===== config.mk =====
export PLATFORM = sky130hd
export DESIGN_NAME = cla_seq_adder
export DESIGN_NICKNAME = d
export VERILOG_FILES = /design/src/rtl/cla_seq_adder.sv
export SDC_FILE = /design/constraint.sdc
export NUM_CORES = 1
export LEC_CHECK = 0
export ABC_CLOCK_PERIOD_IN_PS = 7950
export BUFFER_PORTS_ARGS = -buffer_cell sky130_fd_sc_hd__buf_2
export CAP_MARGIN = 15
export CELL_PAD_IN_SITES_DETAIL_PLACEMENT = 1
export CELL_PAD_IN_SITES_GLOBAL_PLACEMENT = 1
export CORE_MARGIN = 2
export CORE_UTILIZATION = 37
export CTS_CLUSTER_DIAMETER = 100
export DETAILED_ROUTE_END_ITERATION = 16
export PLACE_DENSITY_LB_ADDON = 0.2
export SLEW_MARGIN = 15
export SYNTH_ARGS = -nofsm -noshare
export SYNTH_HDL_FRONTEND = slang
export SYNTH_SLANG_ARGS = --single-unit

===== constraint.sdc =====
create_clock -name clk -period 7.95 [get_ports clk]
set_input_delay 0.795 -clock clk [delete_from_list [all_inputs] [get_ports clk]]
set_output_delay 0.795 -clock clk [all_outputs]
set_load 0.03 [all_outputs]

===== src/rtl/cla_seq_adder.sv =====
// cla_seq_adder: multi-cycle wide adder/subtractor built around one shared N-bit
// carry-lookahead slice. A W = N*CHUNKS bit operation is stepped through the slice
// one chunk per cycle, LSB chunk first, with a 1-bit carry registered between chunks.
//
// Ports:
//   clk        rising-edge clock
//   rst        synchronous, active-high reset
//   in_valid   operation request          in_ready   high only while idle
//   a, b       W-bit two's-complement operands
//   sub        0: a+b, 1: a-b
//   out_valid  result available           out_ready  consumer accepts result
//   sum        W-bit registered result
//   cout       carry out of bit W-1 (subtract: 1 = no borrow)
//   ovf        signed overflow of the W-bit result
module cla_seq_adder #(
  parameter int unsigned N      = 16,
  parameter int unsigned CHUNKS = 4
) (
  input  logic                clk,
  input  logic                rst,
  input  logic                in_valid,
  output logic                in_ready,
  input  logic [N*CHUNKS-1:0] a,
  input  logic [N*CHUNKS-1:0] b,
  input  logic                sub,
  output logic                out_valid,
  input  logic                out_ready,
  output logic [N*CHUNKS-1:0] sum,
  output logic                cout,
  output logic                ovf
);

  localparam int unsigned W  = N * CHUNKS;
  localparam int unsigned KW = (CHUNKS > 1) ? $clog2(CHUNKS) : 1;

  localparam logic [1:0] StIdle = 2'd0;
  localparam logic [1:0] StRun  = 2'd1;
  localparam logic [1:0] StDone = 2'd2;

  localparam logic [KW-1:0] KLast = KW'(CHUNKS - 1);

  // Shared N-bit carry-lookahead slice. Carries are expressed in generate/propagate
  // form, c[i+1] = g[i] | p[i]&c[i], which synthesis flattens into lookahead logic.
  function automatic logic [N:0] cla_slice(input logic [N-1:0] x,
                                           input logic [N-1:0] y,
                                           input logic         ci);
    logic [N-1:0] g;
    logic [N-1:0] p;
    logic [N:0]   c;
    g    = x & y;
    p    = x ^ y;
    c    = '0;
    c[0] = ci;
    for (int i = 0; i < int'(N); i++) begin
      c[i+1] = g[i] | (p[i] & c[i]);
    end
    return {c[N], p ^ c[N-1:0]};
  endfunction

  logic [1:0]    state_q, state_d;
  logic [W-1:0]  a_q, a_d;
  logic [W-1:0]  b_q, b_d;       // already inverted for subtract
  logic          carry_q, carry_d;
  logic [KW-1:0] k_q, k_d;
  logic [W-1:0]  sum_q, sum_d;
  logic          cout_q, cout_d;
  logic          ovf_q, ovf_d;

  logic [N-1:0]  slice_a;
  logic [N-1:0]  slice_b;
  logic [N:0]    slice_res;
  logic [N-1:0]  slice_sum;
  logic          slice_cout;

  always_comb begin
    slice_a    = a_q[k_q*N +: N];
    slice_b    = b_q[k_q*N +: N];
    slice_res  = cla_slice(slice_a, slice_b, carry_q);
    slice_sum  = slice_res[N-1:0];
    slice_cout = slice_res[N];
  end

  always_comb begin
    state_d = state_q;
    a_d     = a_q;
    b_d     = b_q;
    carry_d = carry_q;
    k_d     = k_q;
    sum_d   = sum_q;
    cout_d  = cout_q;
    ovf_d   = ovf_q;

    unique case (state_q)
      StIdle: begin
        if (in_valid) begin
          a_d     = a;
          b_d     = sub ? ~b : b;
          // Subtract is a + ~b + 1: the +1 enters as the initial carry.
          carry_d = sub;
          k_d     = '0;
          state_d = StRun;
        end
      end
      StRun: begin
        sum_d[k_q*N +: N] = slice_sum;
        carry_d           = slice_cout;
        if (k_q == KLast) begin
          cout_d  = slice_cout;
          // Sign bits of the top chunk live at slice bit N-1.
          ovf_d   = slice_a[N-1] ^ slice_b[N-1] ^ slice_sum[N-1] ^ slice_cout;
          k_d     = '0;
          state_d = StDone;
        end else begin
          k_d = k_q + 1'b1;
        end
      end
      StDone: begin
        if (out_ready) begin
          state_d = StIdle;
        end
      end
      default: begin
        state_d = StIdle;
      end
    endcase
  end

  always_ff @(posedge clk) begin
    if (rst) begin
      state_q <= StIdle;
      a_q     <= '0;
      b_q     <= '0;
      carry_q <= 1'b0;
      k_q     <= '0;
      sum_q   <= '0;
      cout_q  <= 1'b0;
      ovf_q   <= 1'b0;
    end else begin
      state_q <= state_d;
      a_q     <= a_d;
      b_q     <= b_d;
      carry_q <= carry_d;
      k_q     <= k_d;
      sum_q   <= sum_d;
      cout_q  <= cout_d;
      ovf_q   <= ovf_d;
    end
  end

  assign in_ready  = (state_q == StIdle);
  assign out_valid = (state_q == StDone);
  assign sum       = sum_q;
  assign cout      = cout_q;
  assign ovf       = ovf_q;

endmodule


==> qor.txt <==
SETUP PATH
--------------------------------------------------------------------------------------
Worst reg2reg path startpoint                                             k_q[0]$_SDFFE_PP0P_
Library cell contributing the largest single delay on the critical path           fa_2
Chain of cells forming the critical path                                  mux4_2 -> fa_1 -> inv_1 -> fa_1 -> fa_1 -> fa_2 -> fa_1 -> fa_1 -> fa_2 -> fa_1 -> fa_1 -> fa_1 -> fa_1 -> fa_1 -> fa_1 -> fa_1 -> fa_1 -> inv_1 -> fa_2 -> xor2_1 -> and2_1 -> o41ai_2
Startpoint Class                                                              register
Cell repeated most along the worst path                                           fa_1
Kind of end point of the critical path                                        register
Max Fanout on Critical Path                                                          6
Flop2flop setup slack                                                          0.25 ns
Number of cell instances on the worst register-to-register path                     22
Critical Setup Path Class                                                 register to register
Delay of the slowest cell on the worst path                                    0.48 ns
Critical path data required time                                               8.29 ns
FF-to-FF End                                                              ovf$_SDFFE_PP0P_
CP Data Arrival Time                                                           8.04 ns

POWER AND IR DROP
--------------------------------------------------------------------------------------
Part of the total power dissipated in sequential elements                        45.7%
Leak pwr                                                                      4.085 nW
Switching part of the total power                                               27.63%
Power density relative to cell area                                       217.9 nW/um^2
VDD IR-drop max                                                            0.0001072 V
Internal cell power                                                         0.001716 W
Combinational share of power                                                     16.4%
Psw                                                                        0.0006550 W
Clock share of power                                                             38.0%

OUTCOME
--------------------------------------------------------------------------------------
Result of the run                                                         finished, final reports clean

FLOORPLAN
--------------------------------------------------------------------------------------
Effective utilization at floorplan                                              37.78%
Top-Level Pins                                                                     201
Die extent in x                                                               161.8 um
Row cnt                                                                             57
Placeable Area                                                              24390 um^2
Total Die Area                                                              26180 um^2
Die boundary height                                                           161.8 um

PLACED DESIGN
--------------------------------------------------------------------------------------
Gpl congestion                                                                  0.7853
Placement-stage cell area                                                   10230 um^2
Worst slack at placement                                                     0.1567 ns
Detailed placer's ending HPWL                                                 18780 um
Port bufs                                                                          200

CLOCK TREE
--------------------------------------------------------------------------------------
Post-CTS resize count                                                                0
Register clock-pin slew on the reported worst setup and hold paths             0.07 ns
Number of hold buffers added after cts                                               0
Library cell used as clock root buffer                                       clkbuf_16
Clk Latency, worst-skew pair                                                   0.44 ns
# clock sinks                                                                      199
TritonCTS Buffers                                                                   17
Clock Tree Buf Depth                                                                 2
CTS H-tree lvls                                                                      4
CTS tree                                                                          done
Number of setup buffers added after CTS                                              0

LOGIC SYNTHESIS
--------------------------------------------------------------------------------------
Most used flip-flop cell after synthesis                                       dfxtp_1
Number of different library cells in the post-synthesis netlist                     37
Post-synthesis instance area                                                 9215 um^2
Most frequent cell after synthesis                                             dfxtp_1
Syn avg cell area                                                           9.280 um^2
Number of flops mapped to enable cells by yosys                                      0
Yosys warns                                                                          0
Number of synthesized register bits                                                199
Area share of the largest cell type after synthesis                             43.23%
Proportion of synthesized flip-flops having asynchronous set or reset               0%
Net Count, Synth                                                                  1149
Share of synthesized area occupied by flip-flops and latches                    43.23%
Number of cells produced by synthesis                                              993
Most frequent cells after synthesis                                       dfxtp_1 (199), nand2_1 (178), a21oi_1 (115), nor2_1 (85)
Cell types with the largest area share after synthesis                    dfxtp_1 (43%), mux4_2 (7.8%), nand2_1 (7.3%)
Most area-hungry cell type in the Yosys netlist                                dfxtp_1

ROUTE
--------------------------------------------------------------------------------------
Detailed-route via count                                                          7356
Vias per Instance                                                                5.014
Total Routed Length                                                           26690 um
Iteration-0 DRC count of the detailed router                                       447
Wirelength per Cell                                                           18.19 um
Number of remaining DRC errors                                                       0
Initial DRT Pass Iterations                                                          4
Number of routed nets with antenna violations                                        0

TIMING
--------------------------------------------------------------------------------------
Max-slew violations                                                                  0
Final setup vio count                                                                0
Time the final worst path needs with I/O delays and setup                     7.700 ns
Worst hold slack                                                             0.4479 ns
Worst clock skew on the final layout                                        0.01077 ns
Number of failing hold endpoints at the final stage                                  0
Measured slew at the worst slew-check pin                                     1.194 ns
Highest clock rate                                                          0.1299 GHz
Relative slew margins                                                           20.22%
Part of the cycle the worst path needs                                          96.86%
Worst-case setup margin in the final layout                                  0.2500 ns

GRT
--------------------------------------------------------------------------------------
Number of global-route vias before repair                                         7497
First-pass GRT wire length                                                    41810 um
Pin count of the biggest net entering global routing                               121
Remaining global-route overflow                                                      0
Initial antenna violation count                                                      0
Aggregate global-route resource usage                                           20.52%

FINAL LAYOUT
--------------------------------------------------------------------------------------
Fraction of final layout cells with drive strength greater than 1               25.37%
Antenna Diode Count                                                                  0
Number of nets in the layout                                                      1286
Final std cell area, no fill                                                10880 um^2
Area grow syn2layout                                                            18.07%

HOLD PATH
--------------------------------------------------------------------------------------
Path category of the worst min-delay check                                register to register
Cell depth of the worst hold path                                                    2
Worst hold endpoint                                                       sum[58]$_SDFFE_PP0P_
Worst min-delay path startpoint                                           sum[58]$_SDFFE_PP0P_

FLOW RUN
--------------------------------------------------------------------------------------
Max-cap violations                                                                   0

-- power groups by stage --
stage | sequential, W | combinational [W] | clock [W]
after floorplan | 0.00110 | 0.000252 | 0
after global placement | 0.00110 | 0.000387 | 0
after detailed placement | 0.00111 | 0.000389 | 0
after CTS | 0.00108 | 0.000390 | 0.000919
after global routing | 0.00109 | 0.000425 | 0.000964
final | 0.00108 | 0.000388 | 0.000900
-- final cells by class --
class / count / area, um^2
multi-input combinational: 665 / 4641
clock buffer: 18 / 439.2
tap: 324 / 405.4
timing repair buffer: 211 / 1100
fill: 2881 / 13510
sequential: 199 / 3989
clock inverter: 14 / 171.4
inverter: 36 / 135.1
-- worst max-delay path, delay by kind of cell, from the launching register on --
kind,cells,cell delay [ns]
adder cells (fa/ha/maj),16,6.16
flip-flops,1,0.39
multiplexers,1,0.37
AO/OA/AOI/OAI,1,0.20
XOR/XNOR,1,0.19
AND/OR/NAND/NOR,1,0.18
buffers and inverters,2,0.13
-- worst max path at each step --
stage                        startpoint                to  slack [ns]
detailed placement  k_q[0]$_SDFFE_PP0P_  ovf$_SDFFE_PP0P_        0.16
CTS                 k_q[0]$_SDFFE_PP0P_  ovf$_SDFFE_PP0P_        0.10
finish              k_q[0]$_SDFFE_PP0P_  ovf$_SDFFE_PP0P_        0.25
floorplan           k_q[1]$_SDFFE_PP0P_  ovf$_SDFFE_PP0P_        0.19
global route        k_q[0]$_SDFFE_PP0P_  ovf$_SDFFE_PP0P_       -0.01
global placement    k_q[0]$_SDFFE_PP0P_  ovf$_SDFFE_PP0P_        0.30
-- metrics by stage --
stage / utilization (%) / setup TNS [ns] / total power, W / std cells
3_3_place_gp: 41.96 / 0 / 0.001490 / 1434
6_report: 44.61 / 0 / 0.002371 / 1467
3_5_place_dp: 41.96 / 0 / 0.001495 / 1434
5_1_grt: 44.61 / -0.01090 / 0.002478 / 1467
4_1_cts: 44.46 / 0 / 0.002391 / 1466
2_1_floorplan: - / 0 / 0.001352 / 993
-- state kept, by name, indices dropped and copies added, names as in the netlist --
name / cells
a_q: 64
b_q: 64
carry_q: 1
cout: 1
k_q: 2
ovf: 1
state_q: 2
sum: 64
-- cell usage in the layout, fill, tap and decap left out, types with 4 or more instances in the layout --
| master | synthesis | layout |
|---|---|---|
| buf_2 | 34 | 198 |
| dfxtp_1 | 199 | 197 |
| nand2_1 | 178 | 178 |
| a21oi_1 | 115 | 115 |
| nor2_1 | 85 | 85 |
| xnor2_1 | 64 | 64 |
| a211oi_1 | 64 | 64 |
| nand4b_1 | 44 | 44 |
| inv_1 | 36 | 36 |
| mux4_2 | 32 | 32 |
| clkbuf_16 | 0 | 17 |
| a22oi_1 | 15 | 15 |
| nor3b_1 | 14 | 14 |
| fa_1 | 16 | 13 |
| buf_4 | 21 | 11 |
| nand4_1 | 6 | 6 |
| ha_1 | 7 | 6 |
| clkinv_2 | 0 | 4 |
-- metal layers --
metal	vias up	GRT usage, %	part of all wire, %
met4	0	5.229	1.3
met1	3489	27.60	46
li1	3678	-	-
met5	-	0	0
met3	22	3.550	4.2
met2	167	34.33	48
-- logic make-up after synthesis --
logic type / Yosys count / share of synthesized area, %
compound gates: 199 / 13.14
xor+xnor: 65 / 6.178
fa+ha+maj: 23 / 4.426
buf+inv: 129 / 6.734
flops: 199 / 43.23
mux: 34 / 8.038
simple gates: 344 / 18.25
Power figures use the tool's default switching activity.
